File: src/rtl/multicycle_ctrl_hs_pkg.sv
// Shared definitions for the multicycle control FSM: state encoding, ISA
// opcode constants, datapath select codes and PSR flag positions.
package ctrl_pkg;

    typedef enum logic [4:0] {
        S_FETCH      = 5'd0,
        S_DECODE     = 5'd1,
        S_RTYPE_EX   = 5'd2,
        S_ITYPE_EX   = 5'd3,
        S_WRITE      = 5'd4,
        S_LD_MEM     = 5'd5,
        S_LD_WB      = 5'd6,
        S_ST_MEM     = 5'd7,
        S_CALC_DISP  = 5'd8,
        S_JUMP       = 5'd9,
        S_CALC_RLINK = 5'd10,
        S_WR_RLINK_J = 5'd11,
        S_PC_UP      = 5'd12,
        S_IRQ_SAVE   = 5'd13,
        S_IRQ_VEC    = 5'd14,
        S_FAULT      = 5'd15
    } state_t;

    localparam logic [3:0] RTYPE  = 4'b0000;
    localparam logic [3:0] OP_EXT = 4'b0100;
    localparam logic [3:0] BCOND  = 4'b1100;
    localparam logic [3:0] CMP    = 4'b1011;
    localparam logic [3:0] ANDI   = 4'b0001;
    localparam logic [3:0] ORI    = 4'b0010;
    localparam logic [3:0] XORI   = 4'b0011;
    localparam logic [3:0] MOVI   = 4'b1101;

    localparam logic [3:0] LB     = 4'b0000;
    localparam logic [3:0] SB     = 4'b0100;
    localparam logic [3:0] JCOND  = 4'b1100;
    localparam logic [3:0] JAL    = 4'b1000;

    localparam logic [1:0] WD_RSRC = 2'b00;
    localparam logic [1:0] WD_PC   = 2'b01;
    localparam logic [1:0] WD_MEM  = 2'b10;
    localparam logic [1:0] WD_ALU  = 2'b11;

    localparam logic [1:0] ALUA_REG = 2'b00;
    localparam logic [1:0] ALUA_PC  = 2'b01;
    localparam logic [1:0] ALUA_IMM = 2'b10;

    localparam logic [1:0] ALUB_REG  = 2'b00;
    localparam logic [1:0] ALUB_DISP = 2'b01;
    localparam logic [1:0] ALUB_ONE  = 2'b10;

    localparam logic [1:0] PC_SRC_REG = 2'b00;
    localparam logic [1:0] PC_SRC_ALU = 2'b01;
    localparam logic [1:0] PC_SRC_VEC = 2'b10;

    localparam int PSR_C = 0;
    localparam int PSR_L = 1;
    localparam int PSR_F = 2;
    localparam int PSR_Z = 3;
    localparam int PSR_N = 4;

    function automatic logic is_mem_state(input state_t s);
        return (s == S_FETCH) || (s == S_LD_MEM) || (s == S_ST_MEM);
    endfunction

    // Logical immediates are zero-extended; everything else sign-extends.
    function automatic logic imm_sign_ext(input logic [3:0] opcode);
        return !((opcode == ANDI) || (opcode == ORI) || (opcode == XORI));
    endfunction

endpackage

File: src/rtl/multicycle_ctrl_hs_if.sv
// Memory ready/valid handshake plus interrupt request/acknowledge between the
// control FSM (master) and the memory/interrupt side (slave).
interface multicycle_ctrl_hs_if;
    logic mem_req;
    logic mem_ready;
    logic irq;
    logic irq_ack;

    modport master (output mem_req, output irq_ack, input mem_ready, input irq);
    modport slave  (input mem_req, input irq_ack, output mem_ready, output irq);
endinterface

File: src/rtl/multicycle_ctrl_hs_branch_cond_eval.sv
// Combinational branch condition evaluator: maps the 4-bit condition field
// and the PSR flags to a taken/not-taken decision.
module branch_cond_eval
    import ctrl_pkg::*;
#(
    parameter int PSR_W = 5
) (
    input  logic [3:0]       branch_cond,
    input  logic [PSR_W-1:0] psr,
    output logic             taken
);

    logic flag_c, flag_l, flag_f, flag_z, flag_n;

    assign flag_c = psr[PSR_C];
    assign flag_l = psr[PSR_L];
    assign flag_f = psr[PSR_F];
    assign flag_z = psr[PSR_Z];
    assign flag_n = psr[PSR_N];

    always_comb begin
        taken = 1'b0;
        case (branch_cond)
            4'b0000: taken = flag_z;
            4'b0001: taken = !flag_z;
            4'b0010: taken = flag_c;
            4'b0011: taken = !flag_c;
            4'b0100: taken = flag_l;
            4'b0101: taken = !flag_l;
            4'b0110: taken = flag_n;
            4'b0111: taken = !flag_n;
            4'b1000: taken = flag_f;
            4'b1001: taken = !flag_f;
            4'b1010: taken = !flag_l && !flag_z;
            4'b1011: taken = flag_l || flag_z;
            4'b1100: taken = !flag_n && !flag_z;
            4'b1101: taken = flag_n || flag_z;
            4'b1110: taken = 1'b1;
            default: taken = 1'b0;
        endcase
    end

endmodule

File: src/rtl/multicycle_ctrl_hs.sv
// Multicycle CPU control FSM with a ready/valid memory handshake, memory
// watchdog to a sticky fault, and a single level interrupt at boundaries.
module multicycle_ctrl_hs
    import ctrl_pkg::*;
#(
    parameter int PSR_W       = 5,
    parameter int MEM_TIMEOUT = 15,
    parameter int INT_EN      = 1,
    parameter int LINK_REG    = 15
) (
    input  logic                clk,
    input  logic                reset,
    input  logic [3:0]          op,
    input  logic [3:0]          op_ext,
    input  logic [3:0]          branch_cond,
    input  logic [PSR_W-1:0]    PSR,
    multicycle_ctrl_hs_if.master bus,
    output logic [1:0]          WD_S,
    output logic [1:0]          ALUA_S,
    output logic [1:0]          ALUB_S,
    output logic [1:0]          PC_S,
    output logic                PC_EN,
    output logic                REG_WR_EN,
    output logic                INSTR_EN,
    output logic                ALU_OUT_EN,
    output logic                MEM_REG_EN,
    output logic                MEM_WR_S,
    output logic                MEM_S,
    output logic                SE_SIGN,
    output logic                PSR_EN,
    output logic                wr_link,
    output logic                in_isr,
    output logic                fault
);

    localparam logic       IRQ_ON      = (INT_EN != 0);
    localparam logic [7:0] TIMEOUT_CNT = 8'(MEM_TIMEOUT);

    state_t     state;
    state_t     state_nxt;
    logic [7:0] wait_cnt;
    logic       taken;
    logic       timed_out;
    logic       irq_take;
    logic       irq_take_jump;

    branch_cond_eval #(
        .PSR_W(PSR_W)
    ) u_bcond (
        .branch_cond(branch_cond),
        .psr        (PSR),
        .taken      (taken)
    );

    assign timed_out     = (wait_cnt >= TIMEOUT_CNT);
    assign irq_take      = IRQ_ON && bus.irq && !in_isr;
    // JUMP drops in_isr this very cycle, so a pending irq is taken straight away.
    assign irq_take_jump = IRQ_ON && bus.irq;

    always_comb begin
        state_nxt = state;
        case (state)
            S_FETCH: begin
                if (bus.mem_ready)  state_nxt = S_DECODE;
                else if (timed_out) state_nxt = S_FAULT;
            end
            S_DECODE: begin
                if (op == OP_EXT) begin
                    case (op_ext)
                        SB:      state_nxt = S_ST_MEM;
                        LB:      state_nxt = S_LD_MEM;
                        JCOND:   state_nxt = taken ? S_JUMP : S_PC_UP;
                        JAL:     state_nxt = S_CALC_RLINK;
                        default: state_nxt = S_FAULT;
                    endcase
                end else if (op == RTYPE) begin
                    state_nxt = S_RTYPE_EX;
                end else if (op == BCOND) begin
                    state_nxt = taken ? S_CALC_DISP : S_PC_UP;
                end else begin
                    state_nxt = S_ITYPE_EX;
                end
            end
            S_RTYPE_EX:   state_nxt = (op_ext == CMP) ? S_PC_UP : S_WRITE;
            S_ITYPE_EX:   state_nxt = (op == CMP) ? S_PC_UP : S_WRITE;
            S_WRITE:      state_nxt = S_PC_UP;
            S_LD_MEM: begin
                if (bus.mem_ready)  state_nxt = S_LD_WB;
                else if (timed_out) state_nxt = S_FAULT;
            end
            S_LD_WB:      state_nxt = S_PC_UP;
            S_ST_MEM: begin
                if (bus.mem_ready)  state_nxt = S_PC_UP;
                else if (timed_out) state_nxt = S_FAULT;
            end
            S_CALC_RLINK: state_nxt = S_WR_RLINK_J;
            S_PC_UP, S_CALC_DISP, S_WR_RLINK_J:
                          state_nxt = irq_take ? S_IRQ_SAVE : S_FETCH;
            S_JUMP:       state_nxt = irq_take_jump ? S_IRQ_SAVE : S_FETCH;
            S_IRQ_SAVE:   state_nxt = S_IRQ_VEC;
            S_IRQ_VEC:    state_nxt = S_FETCH;
            S_FAULT:      state_nxt = S_FAULT;
            default:      state_nxt = S_FAULT;
        endcase
    end

    // wait_cnt restarts on every entry into a memory state and counts dwell cycles.
    always_ff @(posedge clk) begin
        if (reset) begin
            state    <= S_FETCH;
            wait_cnt <= '0;
            in_isr   <= 1'b0;
            fault    <= 1'b0;
        end else begin
            state <= state_nxt;
            if (state_nxt != state)
                wait_cnt <= '0;
            else if (is_mem_state(state))
                wait_cnt <= wait_cnt + 8'd1;
            if (state == S_IRQ_VEC && IRQ_ON)
                in_isr <= 1'b1;
            else if (state == S_JUMP)
                in_isr <= 1'b0;
            if (state_nxt == S_FAULT)
                fault <= 1'b1;
        end
    end

    always_comb begin
        WD_S        = WD_RSRC;
        ALUA_S      = ALUA_REG;
        ALUB_S      = ALUB_REG;
        PC_S        = PC_SRC_REG;
        PC_EN       = 1'b0;
        REG_WR_EN   = 1'b0;
        INSTR_EN    = 1'b0;
        ALU_OUT_EN  = 1'b0;
        MEM_REG_EN  = 1'b0;
        MEM_WR_S    = 1'b0;
        MEM_S       = 1'b0;
        SE_SIGN     = 1'b1;
        PSR_EN      = 1'b0;
        wr_link     = 1'b0;
        bus.mem_req = 1'b0;
        bus.irq_ack = 1'b0;
        case (state)
            S_FETCH: begin
                MEM_S       = 1'b1;
                bus.mem_req = 1'b1;
                INSTR_EN    = bus.mem_ready;
            end
            S_RTYPE_EX: begin
                ALU_OUT_EN = 1'b1;
                PSR_EN     = 1'b1;
            end
            S_ITYPE_EX: begin
                ALUA_S     = ALUA_IMM;
                ALU_OUT_EN = 1'b1;
                PSR_EN     = 1'b1;
                SE_SIGN    = imm_sign_ext(op);
            end
            S_WRITE: begin
                WD_S      = WD_ALU;
                REG_WR_EN = 1'b1;
            end
            S_LD_MEM: begin
                bus.mem_req = 1'b1;
                MEM_REG_EN  = bus.mem_ready;
            end
            S_LD_WB: begin
                WD_S      = WD_MEM;
                REG_WR_EN = 1'b1;
            end
            S_ST_MEM: begin
                bus.mem_req = 1'b1;
                MEM_WR_S    = bus.mem_ready;
            end
            S_CALC_DISP: begin
                ALUA_S = ALUA_PC;
                ALUB_S = ALUB_DISP;
                PC_S   = PC_SRC_ALU;
                PC_EN  = 1'b1;
            end
            S_JUMP: begin
                PC_S  = PC_SRC_REG;
                PC_EN = 1'b1;
            end
            S_CALC_RLINK: begin
                ALUA_S     = ALUA_PC;
                ALUB_S     = ALUB_ONE;
                ALU_OUT_EN = 1'b1;
            end
            S_WR_RLINK_J: begin
                WD_S      = WD_ALU;
                REG_WR_EN = 1'b1;
                PC_EN     = 1'b1;
            end
            S_PC_UP: begin
                ALUA_S = ALUA_PC;
                ALUB_S = ALUB_ONE;
                PC_S   = PC_SRC_ALU;
                PC_EN  = 1'b1;
            end
            S_IRQ_SAVE: begin
                WD_S      = WD_PC;
                wr_link   = 1'b1;
                REG_WR_EN = 1'b1;
            end
            S_IRQ_VEC: begin
                PC_S        = PC_SRC_VEC;
                PC_EN       = 1'b1;
                bus.irq_ack = 1'b1;
            end
            default: ;
        endcase
    end

endmodule
File: src/flat_wrapper.sv
// flat-port wrapper written by rule: the top's interface ports become plain ports
module multicycle_ctrl_hs_flat import ctrl_pkg::*;
#(
    parameter int PSR_W       = 5,
    parameter int MEM_TIMEOUT = 15,
    parameter int INT_EN      = 1,
    parameter int LINK_REG    = 15
)
  (clk, reset, op, op_ext, branch_cond, PSR, WD_S, ALUA_S, ALUB_S, PC_S, PC_EN, REG_WR_EN, INSTR_EN, ALU_OUT_EN, MEM_REG_EN, MEM_WR_S, MEM_S, SE_SIGN, PSR_EN, wr_link, in_isr, fault, bus_mem_req, bus_irq_ack, bus_mem_ready, bus_irq);
  multicycle_ctrl_hs_if bus_i ();
  input  logic clk;
  input  logic reset;
  input  logic [3:0] op;
  input  logic [3:0] op_ext;
  input  logic [3:0] branch_cond;
  input  logic [PSR_W-1:0] PSR;
  output logic [1:0] WD_S;
  output logic [1:0] ALUA_S;
  output logic [1:0] ALUB_S;
  output logic [1:0] PC_S;
  output logic PC_EN;
  output logic REG_WR_EN;
  output logic INSTR_EN;
  output logic ALU_OUT_EN;
  output logic MEM_REG_EN;
  output logic MEM_WR_S;
  output logic MEM_S;
  output logic SE_SIGN;
  output logic PSR_EN;
  output logic wr_link;
  output logic in_isr;
  output logic fault;
  output wire logic [$bits(bus_i.mem_req)-1:0] bus_mem_req;
  output wire logic [$bits(bus_i.irq_ack)-1:0] bus_irq_ack;
  input wire logic [$bits(bus_i.mem_ready)-1:0] bus_mem_ready;
  input wire logic [$bits(bus_i.irq)-1:0] bus_irq;
  assign bus_mem_req = bus_i.mem_req;
  assign bus_irq_ack = bus_i.irq_ack;
  assign bus_i.mem_ready = bus_mem_ready;
  assign bus_i.irq = bus_irq;
  multicycle_ctrl_hs #(.PSR_W(PSR_W), .MEM_TIMEOUT(MEM_TIMEOUT), .INT_EN(INT_EN), .LINK_REG(LINK_REG)) u_core (.clk(clk), .reset(reset), .op(op), .op_ext(op_ext), .branch_cond(branch_cond), .PSR(PSR), .bus(bus_i), .WD_S(WD_S), .ALUA_S(ALUA_S), .ALUB_S(ALUB_S), .PC_S(PC_S), .PC_EN(PC_EN), .REG_WR_EN(REG_WR_EN), .INSTR_EN(INSTR_EN), .ALU_OUT_EN(ALU_OUT_EN), .MEM_REG_EN(MEM_REG_EN), .MEM_WR_S(MEM_WR_S), .MEM_S(MEM_S), .SE_SIGN(SE_SIGN), .PSR_EN(PSR_EN), .wr_link(wr_link), .in_isr(in_isr), .fault(fault));
endmodule
File: config.mk
export PLATFORM = sky130hd
export DESIGN_NAME = multicycle_ctrl_hs_flat
export DESIGN_NICKNAME = d
export VERILOG_FILES = /design/src/rtl/multicycle_ctrl_hs_pkg.sv /design/src/rtl/multicycle_ctrl_hs_if.sv /design/src/rtl/multicycle_ctrl_hs_branch_cond_eval.sv /design/src/rtl/multicycle_ctrl_hs.sv /design/src/flat_wrapper.sv
export SDC_FILE = /design/constraint.sdc
export NUM_CORES = 1
export LEC_CHECK = 0
export ABC_CLOCK_PERIOD_IN_PS = 2400
export CAP_MARGIN = 40
export CORE_MARGIN = 2
export CORE_UTILIZATION = 45
export CTS_CLUSTER_DIAMETER = 30
export DETAILED_ROUTE_END_ITERATION = 10
export PLACE_DENSITY = 0.74
export SYNTH_ARGS = -nofsm -noshare
export SYNTH_HDL_FRONTEND = slang
export SYNTH_SLANG_ARGS = --single-unit
File: constraint.sdc
create_clock -name clk -period 2.4 [get_ports clk]
set_input_delay 0.6 -clock clk [delete_from_list [all_inputs] [get_ports clk]]
set_output_delay 0.6 -clock clk [all_outputs]
set_load 0.02 [all_outputs]
* Yosys cells after proc, flatten, opt, wreduce, memory -nomap -nowiden *
Index checks and enable logic that the tools add are counted.

cells by class
  equal/unequal tests = 40
  $lt $le $gt $ge = 1
  reductions and logical operators = 33
  add/sub/neg operators = 1
  multiplexer cells = 34

operators with widths
  operator                                                            number
  one-hot mux 5 bit (12 select lines)                                 1
  == test 4 bit (second input constant)                               12
  == test 5 x 4 -> 1 bit (second input constant)                      8
  2-to-1 mux 5 bit                                                    7
  == test 4 x 3 -> 1 bit (second input constant)                      6
  == test 5 x 3 -> 1 bit (second input constant)                      4
  one-hot mux 5 bit (4 select lines)                                  1
  == test 4 x 2 -> 1 bit (second input constant)                      4
  2-to-1 mux 4 bit                                                    4
  one-hot mux 1 bit (15 select lines)                                 1
  2-to-1 mux 1 bit                                                    14
  logical NOT 4 bit                                                   3
  one-hot mux 2 bit (2 select lines)                                  3
  OR reduction 2 bit                                                  6
  OR reduction 3 bit                                                  4
  == test 5 x 2 -> 1 bit (second input constant)                      2
  adder 8 x 1 -> 8 bit (second input constant)                        1
  == test 4 x 1 -> 1 bit (second input constant)                      2
  greater-or-equal comparator 8 x 4 -> 1 bit (second input constant)  1
  logical NOT 1 bit                                                   7
  logical OR 1 bit                                                    6
  2-to-1 mux 3 bit                                                    2
  one-hot mux 2 bit (3 select lines)                                  1
  == test 5 x 1 -> 1 bit (second input constant)                      1
  6 further kinds                                                     8

storage, ports and cells
  register bits after elaboration = 15
  input port bits = 21
  logic and storage cells = 113
  output and inout bits = 22

* Depth between registers and ports, before layout *
  depth after elaboration = 10
  mapped depth = 10

* Hierarchy *
A second synthesis with hierarchy kept.

second synthesis, totals
  cells, all modules = 203
  area, all modules = 1541.5 sq um

modules (own cells, without submodules)
  module              cells an instance  area each (sq um)  instances
  multicycle_ctrl_hs  178                1361.3             1
  branch_cond_eval    25                 180.2              1

* Least setup slack after synthesis *
No wires, ideal clock.

  path kind = input to register
  from = input branch_cond[1]
  to = register u_core.wait_cnt[0]
  setup slack = 0.153 ns
  arrival time = 2.173 ns
  stages = 8
  path buffers = 1
  cells stage by stage = clkbuf_1 -> nor3b_1 -> a21oi_1 -> a211oi_1 -> a2111oi_1 -> a211o_1 -> a211o_4 -> nor3_2

between the ends
  longest elaborated chain between the ends = 9
  elaborated cells on any way between the ends = 25
  those cells by class = eq/ne (15); mux (8); reduce/logical (2)

ends and longest elaborated chain
  item                                     line                                       RTL
  start, declared                          flat_wrapper.sv:15                         input logic [3:0] branch_cond;
  == test 4 bit (tied with other cells)    multicycle_ctrl_hs_branch_cond_eval.sv:23  case (branch_cond)
  one-hot mux 1 bit (15 select lines) (*)  multicycle_ctrl_hs_branch_cond_eval.sv:23
  2-to-1 mux 3 bit                         multicycle_ctrl_hs.sv:79                   state_nxt = taken ? S_CALC_DISP : S_PC_UP;
  2-to-1 mux 5 bit                         multicycle_ctrl_hs.sv:78                   end else if (op == BCOND) begin
  2-to-1 mux 5 bit                         multicycle_ctrl_hs.sv:76                   end else if (op == RTYPE) begin
  2-to-1 mux 5 bit (*)                     multicycle_ctrl_hs.sv:68                   if (op == OP_EXT) begin
  one-hot mux 5 bit (12 select lines) (*)  multicycle_ctrl_hs.sv:62                   case (state)
  != test 5 bit (*)                        multicycle_ctrl_hs.sv:116                  if (state_nxt != state)
  OR reduction 2 bit (no line) (*)         --
  end signal, assigned                     multicycle_ctrl_hs.sv:119                  wait_cnt <= wait_cnt + 8'd1;
  end, declared                            multicycle_ctrl_hs.sv:41                   logic [7:0] wait_cnt;

Mark *: on every way between the ends. The rest lies on a longest branch, timed or not.
A chain may end at the register's enable or synchronous reset.

* Worst setup path after layout *
  from = input branch_cond[3]
  to = register u_core.wait_cnt[2]

Same word-level chain as after synthesis.

==> flow_metrics.tcl <==
set metrics [dict create \
    diodes 0 \
    total_die_area_um2 3900 \
    grt_util_met3_pct 3.60 \
    setup.worst_path.class "input pin to flip-flop" \
    placedInstanceArea_um2 2180 \
    detailedPlacementHpwl_mm 3.26 \
    timing.critical_path.buf_inv 1 \
    hold_path.class "flip-flop to flip-flop" \
    placement_rows 21 \
    finalNetCount 294 \
    layout-area-overhead-vs-synth_pct 50.8 \
    fin_skew_ns 0.0116 \
    worst_skew_pair.late_latency_ns 0.29 \
    initialDrtViolationCount 84 \
    worst_path_dominant_cell_family "compound AO/OA/AOI/OAI gates" \
    power.density_cell_area_nw_per_um2 373 \
    cts_root_buffer "clkbuf_4" \
    post_route_cells_drive_above_1_share_pct 25.8 \
    syn_avg_cell_area_um2 7.45 \
    cts_hold_repair.buffers 0 \
    firstDrtPassIters 4 \
    design.portCount 43 \
    final_antenna_net_count 0 \
    filler_cell_count 303 \
    timing.max_cap.violations 0 \
    post-route-min-period_ns 2.33 \
    period_share_pct 97.1 \
    crit_path_max_incr_delay_ns 0.46 \
    synth_seq_cells 15 \
    clock.fmax_mhz 429 \
    pwr-share-clk_pct 17.0 \
    hold_viol_final 0 \
    globalplace.congestion 0.822 \
    yosysUniqueCellTypes 62 \
    grt_most_used_layer "met2" \
    buffer_ports.inserted 42 \
    post_synth_top_flop "dfxtp_1" \
    switching_share_pct 38.2 \
    cp_slowest_cell "clkdlybuf4s50_1" \
    grt_max_degree 18 \
    outcome "complete, no violations" \
    route.detailed.wl_per_inst_um 13.2 \
    drv_slew 0 \
    timing.final.setup_violations 0 \
    grt-ovfl-total 0 \
    clock_sink_count 15 \
    worst-endpoint-required_ns 2.63 \
    setup-tns-final_ns 0 \
    detailed_route_wl_mm 4.20 \
    setup.worst_path.start_class "input pin" \
    cts_tree "built" \
    synthesis.nets 228 \
    grt_util_met1_pct 29.7 \
    intPower_w 0.000533 \
    global_route.usage.total_pct 21.0 \
    grt_pass1_vias 1545 \
    die_width_um 62.4 \
    synthesis.area_um2 1540 \
    postLayoutCellArea_um2 2310 \
    antenna_found_initial 0 \
    postSynth.asyncResetShare_pct 0 \
    remaining_drc_errors 0 \
    switching_power_w 0.000330 \
    vias_after_detailed_routing 1737 \
    path_max_fanout 8 \
    synth_sequential_area_ratio_pct 19.6 \
    buffers_from_clock_root_to_sink_at_most 2 \
    worst_ir_drop_vdd_v 0.000297 \
    clock_tree.htree_level_count 1 \
    worst_path_clk_slew_ns 0.10 \
    crit_chain "clkdlybuf4s50_1 > or3b_1 > a21oi_2 > a2111oi_4 > a211o_1 > a211o_4 > nor3_2" \
    cts_buffers 3 \
    initial_core_util_pct 46.4 \
    core_area_um2 3310 \
    share_of_total_power_in_sequential_cells_pct 33.3 \
    nature_of_the_critical_path_endpoint "flip-flop" \
    power_frac_comb_pct 49.7 \
    global_route_wire_length_before_repair_mm 6.87 \
    chipHeight_um 62.4 \
    number_of_synthesized_flops_with_an_enable_pin 0 \
    globalRouteMet2Util_pct 34.0 \
    vias_per_cell 5.48 \
    leakage_nw 1.03 \
    warning_count_from_the_yosys_run 0 \
    synth_cells 206 \
    data_arrival_time_of_the_worst_path_ns 2.56 \
]
==> cell type report <==
type                    instances  area [um^2]  area share, %
clock buffers                   3         22.5          0.973
clock inverters                 1         5.00          0.216
inverters                       3         11.3          0.486
multi-input cells             174         1250           54.0
flip-flops and latches         15          307           13.2
well taps                      46         57.6           2.49
repair buffers                 75          662           28.6
==> routing by layer <==
metal,part of all wire (%),routed length (um),vias up
li1,-,-,888
met1,50,2100,821
met2,47,1990,28
met3,2.6,109,0
met4,0,0,0
met5,0,0,-
==> registers in the layout, indices dropped and copies added, names as in the netlist <==
register	cells
u_core.wait_cnt	8
u_core.in_isr	1
u_core.state	5
u_core.fault	1
==> power groups by stage <==
stage	registers (W)	logic (W)	clock network, W
after detailed placement	0.000287	0.000409	0
final	0.000287	0.000428	0.000147
after global placement	0.000287	0.000406	0
after CTS	0.000283	0.000407	0.000150
after global routing	0.000290	0.000464	0.000161
after floorplan	0.000275	0.000250	0
==> synth_stat cells (all sizes together), types with 6 or more instances <==
library cell / instances / share of area, %
a211oi: 6 / 3.3
a21oi: 17 / 5.8
and3: 8 / 3.3
buf: 10 / 4.1
dfxtp: 15 / 20
nand2: 11 / 2.7
nand2b: 14 / 6.2
nand3: 7 / 2.3
nor2: 16 / 3.9
nor2b: 7 / 2.9
nor3: 11 / 6.2
o21ai: 10 / 3.5
xor2: 9 / 5.1
==> repair_timing <==
| item | in CTS | in global routing |
|---|---|---|
| setup buffers | 0 | 0 |
| gates resized for setup | 32 | 22 |
| setup endpoints to repair | 29 | 15 |
| pin swaps | 2 | 8 |
==> tightest hold or removal path, stage by stage, from the launching register on <==
cell and delay (ns):
dfxtp_1 0.32, inv_1 0.05, o32ai_1 0.05
==> layout by cell type, fill, tap and decap left out, types with 3 or more instances in the layout <==
cell type	instances
dlygate4sd2_1	14
o21a_1	3
nand3b_1	3
dfxtp_1	12
nand4_1	3
buf_4	32
inv_1	3
clkdlybuf4s50_1	18
and2_1	4
xor2_1	9
nand3_1	7
a21oi_2	3
clkbuf_4	3
a211oi_1	4
nor2b_1	6
dlymetal6s2s_1	7
a21oi_1	14
o21ai_0	8
o22ai_1	3
and3_1	7
nor2_1	16
nand2_1	11
nand2b_1	13
nor3_2	7
==> worst paths after layout <==
check | start | endpoint | slack, ns | cells after the start
worst max-delay path | branch_cond[3] | u_core.wait_cnt[2]$_SDFFE_PP0P_ | 0.07 | 7
worst min-delay path | u_core.fault$_SDFFE_PP0N_ | u_core.fault$_SDFFE_PP0N_ | 0.46 | 2
worst max register to register | u_core.state[2]$_SDFF_PP0_ | u_core.wait_cnt[2]$_SDFFE_PP0P_ | 0.08 | 8
worst min register to register | u_core.fault$_SDFFE_PP0N_ | u_core.fault$_SDFFE_PP0N_ | 0.46 | 2
==> stage by stage <==
stage / power (W) / hold slack, ns / worst slack (ns) / instances / utilization [%]
4_1_cts: 0.000841 / 0.469 / -0.102 / 317 / 67.2
3_3_place_gp: 0.000693 / 0.455 / -0.461 / 313 / 65.9
5_1_grt: 0.000915 / 0.494 / -0.0160 / 317 / 69.9
3_5_place_dp: 0.000695 / 0.456 / -0.497 / 313 / 65.9
6_report: 0.000862 / 0.464 / 0.0691 / 317 / 69.9
2_1_floorplan: 0.000525 / 0.514 / 0.153 / 206 / -
==> cell families after synthesis <==
kind of cell | share of synthesized area (%)
simple gates | 40.5
compound gates | 26.1
buf+inv | 5.79
flops | 19.6
xor+xnor | 5.71
mux | 1.30
fa+ha+maj | 0.815
other cells | 0.244
(Power assumes the default switching activity.)
